`src/rtl/mem_axi_remap_slice.sv`:
```
// mem_axi_remap_slice: registered AXI4 AR/AW stage with DRAM window remap, outstanding caps and quiesce/drain
//   clk_i, reset_i               clock, synchronous active-high reset
//   quiesce_i                    blocks new AR/AW acceptance; idle_o reports drained
//   s_ar_* / m_ar_*              upstream / downstream read address (2-entry slice)
//   s_aw_* / m_aw_*              upstream / downstream write address (2-entry slice)
//   s_w_* / m_w_*                write data, combinational pass-through
//   m_r_* / s_r_*                read data, combinational pass-through
//   m_b_* / s_b_*                write response, combinational pass-through
//   rd_outstanding_o / wr_outstanding_o   accepted but not yet completed transactions
//   idle_o, proto_err_o          drained indication, sticky completion-underflow flag
module mem_axi_remap_slice_buf #(
   parameter int W = 63
) (
   input  logic         clk_i,
   input  logic         reset_i,
   input  logic         s_valid_i,
   input  logic         s_ready_i,
   input  logic [W-1:0] s_data_i,
   output logic         m_valid_o,
   input  logic         m_ready_i,
   output logic [W-1:0] m_data_o,
   output logic         skid_valid_o
);
   logic         out_v_q, out_v_d, skid_v_q, skid_v_d;
   logic [W-1:0] out_q, out_d, skid_q, skid_d;
   logic         s_hs, m_hs;
   assign s_hs = s_valid_i && s_ready_i;
   assign m_hs = out_v_q && m_ready_i;
   // s_ready excludes a full skid, so a skid refill never collides with an input beat
   always_comb begin
      out_v_d = out_v_q;
      out_d = out_q;
      skid_v_d = skid_v_q;
      skid_d = skid_q;
      if (m_hs) out_v_d = 1'b0;
      if (m_hs && skid_v_q) begin
         out_v_d = 1'b1;
         out_d = skid_q;
         skid_v_d = 1'b0;
      end
      if (s_hs) begin
         if (!out_v_q || m_hs) begin
            out_v_d = 1'b1;
            out_d = s_data_i;
         end else begin
            skid_v_d = 1'b1;
            skid_d = s_data_i;
         end
      end
   end
   always_ff @(posedge clk_i) begin
      if (reset_i) begin
         out_v_q <= 1'b0;
         skid_v_q <= 1'b0;
         out_q <= '0;
         skid_q <= '0;
      end else begin
         out_v_q <= out_v_d;
         skid_v_q <= skid_v_d;
         out_q <= out_d;
         skid_q <= skid_d;
      end
   end
   assign m_valid_o = out_v_q;
   assign m_data_o = out_q;
   assign skid_valid_o = skid_v_q;
endmodule

module mem_axi_remap_slice #(
   parameter int         ADDR_W    = 32,
   parameter int         DATA_W    = 64,
   parameter int         ID_W      = 6,
   parameter logic [3:0] REMAP_SEL = 4'd2,
   parameter logic [3:0] REMAP_HI  = 4'd4,
   parameter logic [3:0] REMAP_LO  = 4'd1,
   parameter int         MAX_OUT   = 8,
   parameter int         CNT_W     = 8
) (
   input  logic                clk_i,
   input  logic                reset_i,
   input  logic                quiesce_i,
   input  logic                s_ar_valid_i,
   output logic                s_ar_ready_o,
   input  logic [ADDR_W-1:0]   s_ar_addr_i,
   input  logic [30:0]         s_ar_ctrl_i,
   output logic                m_ar_valid_o,
   input  logic                m_ar_ready_i,
   output logic [ADDR_W-1:0]   m_ar_addr_o,
   output logic [30:0]         m_ar_ctrl_o,
   input  logic                s_aw_valid_i,
   output logic                s_aw_ready_o,
   input  logic [ADDR_W-1:0]   s_aw_addr_i,
   input  logic [30:0]         s_aw_ctrl_i,
   output logic                m_aw_valid_o,
   input  logic                m_aw_ready_i,
   output logic [ADDR_W-1:0]   m_aw_addr_o,
   output logic [30:0]         m_aw_ctrl_o,
   input  logic                s_w_valid_i,
   input  logic [DATA_W-1:0]   s_w_data_i,
   input  logic [DATA_W/8-1:0] s_w_strb_i,
   input  logic                s_w_last_i,
   output logic                s_w_ready_o,
   output logic                m_w_valid_o,
   output logic [DATA_W-1:0]   m_w_data_o,
   output logic [DATA_W/8-1:0] m_w_strb_o,
   output logic                m_w_last_o,
   input  logic                m_w_ready_i,
   input  logic                m_r_valid_i,
   input  logic [ID_W-1:0]     m_r_id_i,
   input  logic [1:0]          m_r_resp_i,
   input  logic [DATA_W-1:0]   m_r_data_i,
   input  logic                m_r_last_i,
   output logic                m_r_ready_o,
   output logic                s_r_valid_o,
   output logic [ID_W-1:0]     s_r_id_o,
   output logic [1:0]          s_r_resp_o,
   output logic [DATA_W-1:0]   s_r_data_o,
   output logic                s_r_last_o,
   input  logic                s_r_ready_i,
   input  logic                m_b_valid_i,
   input  logic [ID_W-1:0]     m_b_id_i,
   input  logic [1:0]          m_b_resp_i,
   output logic                m_b_ready_o,
   output logic                s_b_valid_o,
   output logic [ID_W-1:0]     s_b_id_o,
   output logic [1:0]          s_b_resp_o,
   input  logic                s_b_ready_i,
   output logic [CNT_W-1:0]    rd_outstanding_o,
   output logic [CNT_W-1:0]    wr_outstanding_o,
   output logic                idle_o,
   output logic                proto_err_o
);
   localparam int PW = ADDR_W + 31;
   function automatic logic [ADDR_W-1:0] remap(input logic [ADDR_W-1:0] a);
      remap = {(a[ADDR_W-1 -: 4] == REMAP_SEL) ? REMAP_HI : REMAP_LO, a[ADDR_W-5:0]};
   endfunction
   logic             rdy_en_q;
   logic [CNT_W-1:0] rd_cnt_q, rd_cnt_d, wr_cnt_q, wr_cnt_d;
   logic             err_q, err_d, idle_q, idle_d;
   logic             ar_skid_v, aw_skid_v, ar_hs, aw_hs, r_done, b_done;
   logic [PW-1:0]    ar_out, aw_out;
   // rdy_en_q keeps the ready outputs low throughout reset without a combinational reset path
   assign s_ar_ready_o = rdy_en_q && !ar_skid_v && !quiesce_i && (rd_cnt_q < CNT_W'(MAX_OUT));
   assign s_aw_ready_o = rdy_en_q && !aw_skid_v && !quiesce_i && (wr_cnt_q < CNT_W'(MAX_OUT));
   assign ar_hs = s_ar_valid_i && s_ar_ready_o;
   assign aw_hs = s_aw_valid_i && s_aw_ready_o;
   assign r_done = m_r_valid_i && s_r_ready_i && m_r_last_i;
   assign b_done = m_b_valid_i && s_b_ready_i;
   mem_axi_remap_slice_buf #(.W(PW)) u_ar (
      .clk_i        (clk_i),
      .reset_i      (reset_i),
      .s_valid_i    (s_ar_valid_i),
      .s_ready_i    (s_ar_ready_o),
      .s_data_i     ({remap(s_ar_addr_i), s_ar_ctrl_i}),
      .m_valid_o    (m_ar_valid_o),
      .m_ready_i    (m_ar_ready_i),
      .m_data_o     (ar_out),
      .skid_valid_o (ar_skid_v)
   );
   mem_axi_remap_slice_buf #(.W(PW)) u_aw (
      .clk_i        (clk_i),
      .reset_i      (reset_i),
      .s_valid_i    (s_aw_valid_i),
      .s_ready_i    (s_aw_ready_o),
      .s_data_i     ({remap(s_aw_addr_i), s_aw_ctrl_i}),
      .m_valid_o    (m_aw_valid_o),
      .m_ready_i    (m_aw_ready_i),
      .m_data_o     (aw_out),
      .skid_valid_o (aw_skid_v)
   );
   assign {m_ar_addr_o, m_ar_ctrl_o} = ar_out;
   assign {m_aw_addr_o, m_aw_ctrl_o} = aw_out;
   // a completion arriving with nothing outstanding is an underflow: count floors at 0, error sticks
   always_comb begin
      rd_cnt_d = (ar_hs && !r_done) ? rd_cnt_q + CNT_W'(1) :
                 (r_done && !ar_hs && rd_cnt_q != '0) ? rd_cnt_q - CNT_W'(1) : rd_cnt_q;
      wr_cnt_d = (aw_hs && !b_done) ? wr_cnt_q + CNT_W'(1) :
                 (b_done && !aw_hs && wr_cnt_q != '0) ? wr_cnt_q - CNT_W'(1) : wr_cnt_q;
      err_d = err_q || (r_done && rd_cnt_q == '0) || (b_done && wr_cnt_q == '0);
      idle_d = quiesce_i && rd_cnt_q == '0 && wr_cnt_q == '0 &&
               !m_ar_valid_o && !ar_skid_v && !m_aw_valid_o && !aw_skid_v;
   end
   always_ff @(posedge clk_i) begin
      if (reset_i) begin
         rdy_en_q <= 1'b0;
         rd_cnt_q <= '0;
         wr_cnt_q <= '0;
         err_q <= 1'b0;
         idle_q <= 1'b0;
      end else begin
         rdy_en_q <= 1'b1;
         rd_cnt_q <= rd_cnt_d;
         wr_cnt_q <= wr_cnt_d;
         err_q <= err_d;
         idle_q <= idle_d;
      end
   end
   assign rd_outstanding_o = rd_cnt_q;
   assign wr_outstanding_o = wr_cnt_q;
   assign proto_err_o = err_q;
   assign idle_o = idle_q;
   assign s_w_ready_o = m_w_ready_i;
   assign m_w_valid_o = s_w_valid_i;
   assign m_w_data_o = s_w_data_i;
   assign m_w_strb_o = s_w_strb_i;
   assign m_w_last_o = s_w_last_i;
   assign m_r_ready_o = s_r_ready_i;
   assign s_r_valid_o = m_r_valid_i;
   assign s_r_id_o = m_r_id_i;
   assign s_r_resp_o = m_r_resp_i;
   assign s_r_data_o = m_r_data_i;
   assign s_r_last_o = m_r_last_i;
   assign m_b_ready_o = s_b_ready_i;
   assign s_b_valid_o = m_b_valid_i;
   assign s_b_id_o = m_b_id_i;
   assign s_b_resp_o = m_b_resp_i;
endmodule

```
`config.mk`:
```
export PLATFORM = sky130hd
export DESIGN_NAME = mem_axi_remap_slice
export DESIGN_NICKNAME = d
export VERILOG_FILES = /design/src/rtl/mem_axi_remap_slice.sv
export SDC_FILE = /design/constraint.sdc
export NUM_CORES = 1
export LEC_CHECK = 0
export BUFFER_PORTS_ARGS = -buffer_cell sky130_fd_sc_hd__buf_2
export CAP_MARGIN = 20
export CORE_AREA = 2 2 232 234
export CTS_CLUSTER_DIAMETER = 80
export DETAILED_ROUTE_END_ITERATION = 16
export DIE_AREA = 0 0 234 236
export GPL_ROUTABILITY_DRIVEN = 0
export PLACE_DENSITY = 0.6
export SLEW_MARGIN = 40
export SYNTH_ARGS = -nofsm -noshare
export SYNTH_HDL_FRONTEND = slang
export SYNTH_SLANG_ARGS = --single-unit
```
`constraint.sdc`:
```
create_clock -name clk_i -period 4.3 [get_ports clk_i]
set_input_delay 0.86 -clock clk_i [delete_from_list [all_inputs] [get_ports clk_i]]
set_output_delay 0.86 -clock clk_i [all_outputs]
set_load 0.05 [all_outputs]
```
==> metrics.md <==
| Metric | Value |
|---|---|
| CTS Hold Bufs | 0 |
| Critical Path Max Stage Delay | 0.44 ns |
| Worst-Skew Late Latency | 0.53 ns |
| Vias per cell | 4.53 |
| Initial Util | 0.247 |
| Drt first pass iters | 5 |
| Routed Antenna Nets | 0 |
| Critical-path maximum fanout | 8 |
| Overall routing resource usage | 0.132 |
| Synthesized flop and latch total | 271 |
| Grt ovf | 0 |
| CTS clk-pin slew, worst paths | 0.05 ns |
| Worst Skew | 0.0180 ns |
| Post-synthesis compound-gate area fraction | 0.185 |
| Largest cells by area after synthesis | dfxtp_1 41%, a211oi_2 11%, mux2i_1 10%, buf_4 9.2%, nand2_1 7.1% |
| Period minus WS final | 3.20 ns |
| Worst Path Buf+Inv | 1 |
| DR DRC count | 0 |
| Register area share after synthesis | 0.414 |
| Initial antenna violation count | 7 |
| Post-CTS sizing | 0 |
| Mux cell area share after synthesis | 0.104 |
| Status | complete, no violations |
| Postcts setup bufs | 0 |
| Worst-case clock buffer depth | 3 |
| Worst EP required | 4.70 ns |
| Synthesized area | 13100 um2 |
| Worst Tran Pin Value | 0.823 ns |
| Row cnt | 85 |
| CTS tree | yes |
| Share of cells above drive strength 1 | 0.326 |
| Max Cap Viol | 0 |
| Max Fclk | 0.313 GHz |
| Cell area after placement | 14000 um2 |
| Mean Syn Cell Area | 9.10 um2 |
| Die height | 236 um |
| First-pass GRT wire length | 56700 um |
| Post-Synth Simple-Gate Area | 0.147 |
| Core area | 53100 um2 |
| Crit start category | flip-flop |
| Max VDD drop | 0.237 mV |
| Slew Viols, Final | 0 |
| Die area | 55200 um2 |
| Root buffer cell | clkbuf_16 |
| Post-synth top cells | 271 x dfxtp_1, 249 x nand2_1, 161 x buf_4 |
| Vias in the first global route | 10100 |
| Area Growth Syn to Fin | 16.3% |
| I/O Buffers | 290 |
| Synth Flop Type | dfxtp_1 |
| Power Density | 563 nW/um2 |
| Syn Inst Count | 1442 |
| Post-synth EDFFs | 0 |
| Yosys cell types | 50 |
| Worst Hold Depth | 2 |
| Headroom to the max-slew limit | 0.451 |
| Critical path type | flip-flop to flip-flop |
| Hold WC Path Type | flip-flop to flip-flop |
| Hpwl dp | 26300 um |
| Tot Pwr | 8.58 mW |
| Fin worst setup slack | 1.10 ns |
| Synth Warn # | 0 |
| Worst Reg-to-Reg Cells | 10 |
| H-tree depth | 2 |
| Largest family of logic cells by synthesized area | compound AO/OA/AOI/OAI gates |
| Ys async rst share | 0 |
| RSZ-0062 raised after global routing | no |
| Data arrival, critical path | 3.60 ns |
| Number of fill cells | 5573 |
| Die X-Extent | 234 um |
| CP delay by family, top | simple AND/OR/NAND/NOR gates |
| Clock Sinks | 271 |
| Worst path depth | 10 |
| Final nets | 1843 |
| Net Count, Synth | 1749 |
| Top Ports | 601 |
| Largest net degree at the start of global routing | 125 |
| Cell breakdown of the critical path | nor4_2 > nand3_1 > a21oi_1 > inv_1 > ha_1 > a211oi_1 > nor2_1 > o21ai_0 > mux2i_1 > mux2_2 |
| Post-route cell area | 15300 um2 |
| Share of the synthesized area in the top cell type | 0.414 |
| Worst setup EP type | flip-flop |
| Adder-Cell Fraction of Synth Area | 0.0145 |
| Hold WS | 0.451 ns |
| XOR/XNOR Fraction of Synth Area | 0.00401 |
| WL/cell | 16.8 um |
| Vias after detailed routing | 10200 |
| DR iter-0 viols | 597 |
| Routed Wire Length | 38000 um |
| Final clock period utilization by the worst path | 0.743 |
| CTS buffer count | 34 |
| # setup viols final | 0 |
| Worst path slowest cell | nor4_2 |
| Setup WS pre-CTS | 0.652 ns |
| P_leak | 6.72 nW |
| Multi-input combinational cell area | 6020 um2 |
| Final TNS setup | 0 ns |
| Sequential cell area | 5430 um2 |
| Final Hold Fails | 0 |
| Count leader, synth | dfxtp_1 |
| Area leader, netlist | dfxtp_1 |
-- power breakdown --
group          internal [mW]  leakage (nW)  switching, mW
clock network           1.82         0.567           1.11
registers               2.75          2.20          0.186
logic                  0.857          3.95           1.86
-- cells by family after synthesis --
logic type,count (synthesis)
and+or+nand+nor,458
buffers and inverters,267
muxes,135
adders and majority gates,14
AOI/OAI and AO/OA,291
DFF,271
xor gates and xnor gates,6
-- final cells by class --
cell class / instances / area share
Multi-Input combinational cell: 904 / 0.395
Timing Repair Buffer: 314 / 0.113
Clock inverter: 10 / 0.00935
Antenna cell: 4 / 0.000656
Sequential cell: 271 / 0.356
Tap cell: 696 / 0.0571
Clock buffer: 47 / 0.0663
Inverter: 11 / 0.00271
-- worst reg2reg max path, stage by stage (launching register included) --
cell	delay, ns
dfxtp_1	0.38
nor4_2	0.44
nand3_1	0.32
a21oi_1	0.24
inv_1	0.20
ha_1	0.36
a211oi_1	0.24
nor2_1	0.11
o21ai_0	0.23
mux2i_1	0.22
mux2_2	0.34
-- layout by cell type (no fill, tap or decap), drive strengths merged, types with 5 or more instances in the layout --
| master | n |
|---|---|
| nand4 | 7 |
| clkbuf | 47 |
| a211oi | 130 |
| a21oi | 133 |
| clkinv | 5 |
| xnor2 | 6 |
| ha | 12 |
| nor2 | 152 |
| nor3 | 5 |
| o21ai | 14 |
| inv | 12 |
| nor2b | 8 |
| nand2 | 249 |
| nand3 | 7 |
| mux2i | 132 |
| nor3b | 7 |
| buf | 314 |
| dfxtp | 271 |
-- metrics by stage --
stage / util / cells
2_1_floorplan: - / 1442
3_3_place_gp: 0.264 / 2192
3_5_place_dp: 0.265 / 2194
4_1_cts: 0.286 / 2251
5_1_grt: 0.287 / 2257
6_report: 0.287 / 2257
-- sequential cells by signal, indices dropped and copies added (netlist names) --
register           count
idle_o                 1
u_aw.m_valid_o         1
u_ar.skid_q           61
u_ar.skid_valid_o      1
rdy_en_q               1
proto_err_o            1
u_ar.m_valid_o         1
u_ar.m_data_o         63
rd_outstanding_o       8
wr_outstanding_o       8
u_aw.skid_valid_o      1
u_aw.m_data_o         63
u_aw.skid_q           61
-- routing by layer --
layer / global-route usage / up-vias / share of wire
li1: - / 4969 / -
met1: 0.150 / 4826 / 0.40
met2: 0.209 / 308 / 0.46
met3: 0.0473 / 126 / 0.075
met4: 0.0834 / 6 / 0.058
met5: 0 / - / 0.0010
-- worst paths after layout --
path / start / to / slack [ns]
max reg2reg: wr_outstanding_o[4] / wr_outstanding_o[7] / 1.10
min reg2reg: u_ar.skid_q[1] / u_ar.skid_q[1] / 0.45
min: u_ar.skid_q[1] / u_ar.skid_q[1] / 0.45
max: wr_outstanding_o[4] / wr_outstanding_o[7] / 1.10
Power figures use the tool's default switching activity.
